==> src/rtl/fadd_issuer.sv <==
// fadd_issuer
//   Issues single-precision add/subtract requests to a fixed-latency fadd
//   unit (which always computes op1 - op2) and returns results in order
//   through a credit-protected response FIFO.
//
// Parameters
//   LAT   : fadd edges from operands stable to result stable
//   DEPTH : response FIFO entries = maximum outstanding operations
//   TAGW  : request tag width
//
// Ports
//   clk, reset (async, active-low)
//   req_valid/req_ready, req_op1, req_op2, req_sub, req_tag : request side
//   fadd_op1, fadd_op2      : registered operands to the fadd unit
//   fadd_result, fadd_valid : fadd result and no-underflow flag
//   fadd_ready              : present on the fadd interface, not used
//   resp_valid/resp_ready, resp_result, resp_tag, resp_uflow : response side
module fadd_issuer #(
  parameter int LAT   = 3,
  parameter int DEPTH = 4,
  parameter int TAGW  = 4
) (
  input  logic            clk,
  input  logic            reset,
  input  logic            req_valid,
  output logic            req_ready,
  input  logic [31:0]     req_op1,
  input  logic [31:0]     req_op2,
  input  logic            req_sub,
  input  logic [TAGW-1:0] req_tag,
  output logic [31:0]     fadd_op1,
  output logic [31:0]     fadd_op2,
  input  logic [31:0]     fadd_result,
  input  logic            fadd_valid,
  input  logic            fadd_ready,
  output logic            resp_valid,
  input  logic            resp_ready,
  output logic [31:0]     resp_result,
  output logic [TAGW-1:0] resp_tag,
  output logic            resp_uflow
);

  localparam int CW = $clog2(DEPTH + 1);
  localparam int PW = (DEPTH > 1) ? $clog2(DEPTH) : 1;
  localparam int EW = 32 + 1 + TAGW;

  // The fadd unit only subtracts, so an add is issued as op1 - (-op2).
  function automatic logic [31:0] prep_op2(input logic [31:0] op2, input logic sub);
    return sub ? op2 : {~op2[31], op2[30:0]};
  endfunction

  function automatic logic [PW-1:0] next_ptr(input logic [PW-1:0] p);
    return (p == PW'(DEPTH - 1)) ? '0 : p + PW'(1);
  endfunction

  logic unused_fadd_ready;
  assign unused_fadd_ready = fadd_ready;

  logic            accept;
  logic            capture;
  logic            pop;
  logic [LAT:0]    vld_p;
  logic [TAGW-1:0] tag_p [LAT+1];
  logic [CW-1:0]   inflight_cnt;
  logic [CW-1:0]   fifo_cnt;
  logic [CW-1:0]   inflight_nxt;
  logic [CW-1:0]   fifo_nxt;
  logic [CW:0]     occ_nxt;
  logic [PW-1:0]   wr_ptr;
  logic [PW-1:0]   rd_ptr;
  logic [EW-1:0]   mem [DEPTH];
  logic [EW-1:0]   head;
  logic [EW-1:0]   last_q;

  assign accept  = req_valid & req_ready;
  // The last in-flight stage lines up with the edge at which the fadd
  // result for that operation is stable.
  assign capture = vld_p[LAT];
  assign pop     = resp_valid & resp_ready;

  // Stage 0: operand register feeding the fadd unit
  always_ff @(posedge clk or negedge reset) begin
    if (!reset) begin
      fadd_op1 <= '0;
      fadd_op2 <= '0;
    end else if (accept) begin
      fadd_op1 <= req_op1;
      fadd_op2 <= prep_op2(req_op2, req_sub);
    end
  end

  // Stages 0..LAT: in-flight valid/tag shadow of the fadd pipeline
  always_ff @(posedge clk or negedge reset) begin
    if (!reset) begin
      vld_p <= '0;
    end else begin
      vld_p <= {vld_p[LAT-1:0], accept};
    end
  end

  always_ff @(posedge clk) begin
    tag_p[0] <= req_tag;
    for (int i = 1; i <= LAT; i++) begin
      tag_p[i] <= tag_p[i-1];
    end
  end

  always_comb begin
    inflight_nxt = inflight_cnt;
    fifo_nxt     = fifo_cnt;
    if (accept && !capture) begin
      inflight_nxt = inflight_cnt + CW'(1);
    end else if (!accept && capture) begin
      inflight_nxt = inflight_cnt - CW'(1);
    end
    if (capture && !pop) begin
      fifo_nxt = fifo_cnt + CW'(1);
    end else if (!capture && pop) begin
      fifo_nxt = fifo_cnt - CW'(1);
    end
    occ_nxt = {1'b0, inflight_nxt} + {1'b0, fifo_nxt};
  end

  // Stage LAT+1: capture into the response FIFO, credit update
  always_ff @(posedge clk or negedge reset) begin
    if (!reset) begin
      inflight_cnt <= '0;
      fifo_cnt     <= '0;
      wr_ptr       <= '0;
      rd_ptr       <= '0;
      req_ready    <= 1'b0;
    end else begin
      inflight_cnt <= inflight_nxt;
      fifo_cnt     <= fifo_nxt;
      // Registered from the next-state counts: a pop frees credit only
      // from the following cycle, and req_ready stays low in reset.
      req_ready    <= (occ_nxt < (CW+1)'(DEPTH));
      if (capture) begin
        wr_ptr <= next_ptr(wr_ptr);
      end
      if (pop) begin
        rd_ptr <= next_ptr(rd_ptr);
      end
    end
  end

  always_ff @(posedge clk) begin
    if (capture) begin
      mem[wr_ptr] <= {fadd_result, ~fadd_valid, tag_p[LAT]};
    end
    if (pop) begin
      last_q <= mem[rd_ptr];
    end
  end

  // When empty, present the most recently popped entry so resp_* hold.
  assign resp_valid  = (fifo_cnt != '0);
  assign head        = resp_valid ? mem[rd_ptr] : last_q;
  assign resp_result = head[EW-1 -: 32];
  assign resp_uflow  = head[TAGW];
  assign resp_tag    = head[TAGW-1:0];

endmodule

==> config.mk <==
export PLATFORM = sky130hd
export DESIGN_NAME = fadd_issuer
export DESIGN_NICKNAME = d
export VERILOG_FILES = /design/src/rtl/fadd_issuer.sv
export SDC_FILE = /design/constraint.sdc
export NUM_CORES = 1
export LEC_CHECK = 0
export ABC_AREA = 1
export CORE_MARGIN = 4
export CORE_UTILIZATION = 35
export CTS_BUF_LIST = sky130_fd_sc_hd__clkbuf_8
export CTS_CLUSTER_DIAMETER = 150
export DETAILED_ROUTE_END_ITERATION = 7
export PLACE_DENSITY = 0.57
export SYNTH_ARGS = -nofsm -noshare
export SYNTH_HDL_FRONTEND = slang
export SYNTH_SLANG_ARGS = --single-unit
export TNS_END_PERCENT = 20
==> constraint.sdc <==
create_clock -name clk -period 2 [get_ports clk]
set_input_delay 0.4 -clock clk [delete_from_list [all_inputs] [get_ports clk]]
set_output_delay 0.4 -clock clk [all_outputs]
set_load 0.02 [all_outputs]
==> key figures <==
Layout
  – Nets@finish: 1297
  – Area growth syn-to-layout: 39.41%
  – Layout cells sized above 1: 0.2140
  – Final Cell Area: 15050 µm²
  – Ant. Diodes: 0

Die
  – Core ar.: 30510 µm²
  – Initial core utilization: 0.3538
  – # IOs: between 200 and 250
  – Die area: ~34000 µm²
  – Die H: approximately 180 µm
  – Die X-Extent: 183.6 µm
  – # rows: 64

Power and ir drop
  – Sw Ratio: 0.3650
  – Share of power burned in registers: 0.351
  – Leakage power: 0.006243 µW
  – Logic pwr share: 0.440
  – Clock Power Share: 0.208
  – Pwr Density: 1546 nW/µm²
  – Pint: ~15000 µW
  – NetSw: 8492 µW
  – Worst VDD drop: about 0.0007 V

Critical path
  – CP startpoint kind: register
  – Worst Path Arrival: between 1.5 and 2 ns
  – Worst path slowest cell: dfrtp_2
  – Crit-path cells: buf_4 > buf_6 > o21ai_1 > o22ai_2 > nand2_1 > nand2_1 > buf_2
  – Top cell by count, worst path: nand2_1
  – Worst Path Required: approximately 1.6 ns
  – Reg-to-Reg End: req_ready
  – R2R cell count: 13
  – Worst path max stage delay: 0.47 ns
  – Worst setup EP type: output pin
  – Setup CP Type: reg2out
  – FF-to-FF Start: fifo_cnt[0]
  – R2R Setup Slk: -0.05 ns
  – Critical-path maximum fanout: 12

Global route
  – Global-route wire length before repair: around 42000 µm
  – Total Routing Usage GR: 0.1588
  – GR Overflow Total: 0
  – Initial antenna violation count: 2
  – Largest net degree at the start of global routing: between 50 and 60
  – Vias in the first global route: 7841

CTS
  – Clk slew on worst S/H paths: approximately 0.06 ns
  – CTS root buf: clkbuf_8
  – Num CTS Buffers: 47
  – CTS tree: done
  – CTS sink cnt: 280
  – Worst-Skew Late Latency: around 0.56 ns
  – H-tree levels: 2
  – Max clock buf depth: 3

Logic synthesis
  – Cell count after synthesis: about 900
  – Net Count, Synth: roughly 1000
  – Yosys cell types: 23
  – Flops & latches, synth: 280
  – Yosys warning total: 0
  – Mapped Area: between 10000 and 15000 µm²
  – Syn_area_per_cell: between 10 and 15 µm²
  – Sequential area share after synthesis: 0.7275

Timing
  – Final Hold Viols: 0
  – PnR worst setup slack: -0.3293 ns
  – Fmax achieved: about 0.43 GHz
  – Fin Clk Skew: approximately 0.017 ns
  – Fin crit share: 1.165
  – Slew headroom: 0.6273
  – Final Setup Violations: 38
  – Max-slew violations: 0
  – Worst-margin pin slew: roughly 0.56 ns
  – RSZ-0062 raised after global routing: yes
  – Final Critical Period: ~2.3 ns

Outcome
  – Violated checks: setup timing
  – Status: complete, but fails checks

Place
  – Pre-CTS setup slack: -0.2428 ns
  – DP Area: roughly 14000 µm²
  – Hpwl dp: ~16000 µm
  – Port buffer count: between 200 and 250
  – RePlAce Congestion: approximately 0.75

Route
  – Avg WL per Cell: approximately 17 µm
  – Detailed Route WL: between 20000 and 30000 µm
  – DR iter-0 viols: roughly 330
  – DR vias: between 7000 and 8000
  – Drt via density: between 4 and 5
  – TritonRoute pass-1 iters: 4
  – Remaining antenna violation count: 0
  – # DRC: 0

Job
  – Max-Cap Viols: 0

Hold path
  – Worst hold path type: in2async
## cell families after synthesis
group | count (synthesis) | synth area share
flip-flops | 280 | 0.7275
adder cells (fa/ha/maj) | 12 | 0.01391
AND/OR/NAND/NOR | 418 | 0.1466
buffers and inverters | 69 | 0.03118
XOR/XNOR | 1 | 0.0008116
AO/OA/AOI/OAI | 122 | 0.07998
## worst max-delay path by stage
stage | from | slack (ns) | end | depth (start not counted)
finish | rd_ptr[0] | -0.33 | resp_result[22] | 7
global route | rd_ptr[0] | -0.43 | resp_result[10] | 7
CTS | rd_ptr[0] | -0.39 | resp_uflow | 8
detailed placement | req_valid | -0.24 | req_ready | 11
global placement | rd_ptr[0] | -0.23 | resp_result[9] | 7
floorplan | fifo_cnt[0] | 0.02 | req_ready | 12
## routing by layer
layer | vias up | track usage | share of wire
li1 | 3606 | - | -
met1 | 3436 | 0.1944 | 0.42
met2 | 257 | 0.2584 | 0.46
met3 | 45 | 0.06787 | 0.10
met4 | 4 | 0.04499 | 0.019
met5 | - | 0 | 0.0012
## metrics by stage
step                TNS [ns]  utilization  power (µW)  instances  hold WS (ns)
detailed placement    -6.786       0.4475       17490       1511        0.2590
floorplan                  0            -       13210        902        0.1044
finish                -9.846       0.4932       23260       1611        0.2452
CTS                   -11.91       0.4909       23380       1611        0.2142
global placement      -6.077       0.4475       17430       1511        0.2581
global route          -14.46       0.4932       24760       1611        0.2376
## worst max-delay path: cells and delay by family (launching register included)
family                 cells  cell delay, ns
AOI/OAI and AO/OA          2            0.27
and+or+nand+nor            2            0.15
buffers and inverters      3            0.46
DFF                        1            0.47
## flip-flops by register name (all words and copies together) (netlist names)
signal and count:
fadd_op1 32, fadd_op2 32, fifo_cnt 3, inflight_cnt 3, last_q 37, mem 148, rd_ptr 2, req_ready 1
tag_p 16, vld_p 4, wr_ptr 2
## synthesized netlist by cell type
cell,number,area share
clkbuf_1,24,0.0083
o21ai_1,12,0.0056
inv_1,21,0.0073
o22ai_2,33,0.038
xor2_1,1,0.00081
nand3_1,7,0.0032
buf_2,12,0.0056
buf_8,1,0.0014
ha_1,12,0.014
or3_1,1,0.00058
dfrtp_1,79,0.18
o22ai_1,4,0.0023
edfxtp_1,185,0.51
o21ai_0,73,0.034
nor2_1,81,0.028
nand2_1,328,0.11
buf_6,6,0.0063
and2_1,1,0.00058
inv_2,1,0.00035
inv_4,1,0.00058
buf_4,1,0.00070
buf_1,2,0.00070
dfxtp_1,16,0.030
## timing repair
item                       CTS  global route
pin swaps                   14            15
gates resized for setup    322            33
gates cloned                 6             1
hold endpoints to repair    66             0
buffers inserted             7             1
hold buffers                 1             0
setup endpoints to repair   46            61
## cell usage in the layout (no fill, tap or decap), types with 3 or more instances in the layout
cell	count
edfxtp_1	185
buf_12	14
nor2_4	5
inv_1	31
ha_1	11
dfxtp_1	16
o21ai_1	37
nand2_1	312
dlygate4sd2_1	7
clkbuf_8	54
nand2_2	15
nor2_2	7
inv_2	7
o22ai_1	3
buf_2	8
buf_4	40
o21ai_0	28
clkdlybuf4s50_1	162
buf_8	4
o21ai_2	19
inv_8	3
buf_16	4
clkinv_2	4
nor2_1	69
nand3_1	7
buf_6	32
clkinv_1	6
o22ai_2	34
dfrtp_1	77
## power by group through the flow
stage / Combinational (µW) / Clock (µW) / Sequential (µW)
global placement: 9230 / 0 / 8200
floorplan: 4290 / 0 / 8910
finish: 10200 / 4850 / 8170
CTS: 10200 / 5010 / 8180
global route: 11200 / 5290 / 8310
detailed placement: 9290 / 0 / 8210
## cell type report
type	count	area (µm²)
Clock inverter	32	162.7
Inverter	23	107.6
Sequential cell	280	7855
Fill cell	2716	15460
Multi-Input combinational cell	553	2815
Tap cell	396	495.5
Clock buffer	54	743.2
Timing Repair Buffer	273	2869
Power figures use the tool's default switching activity.
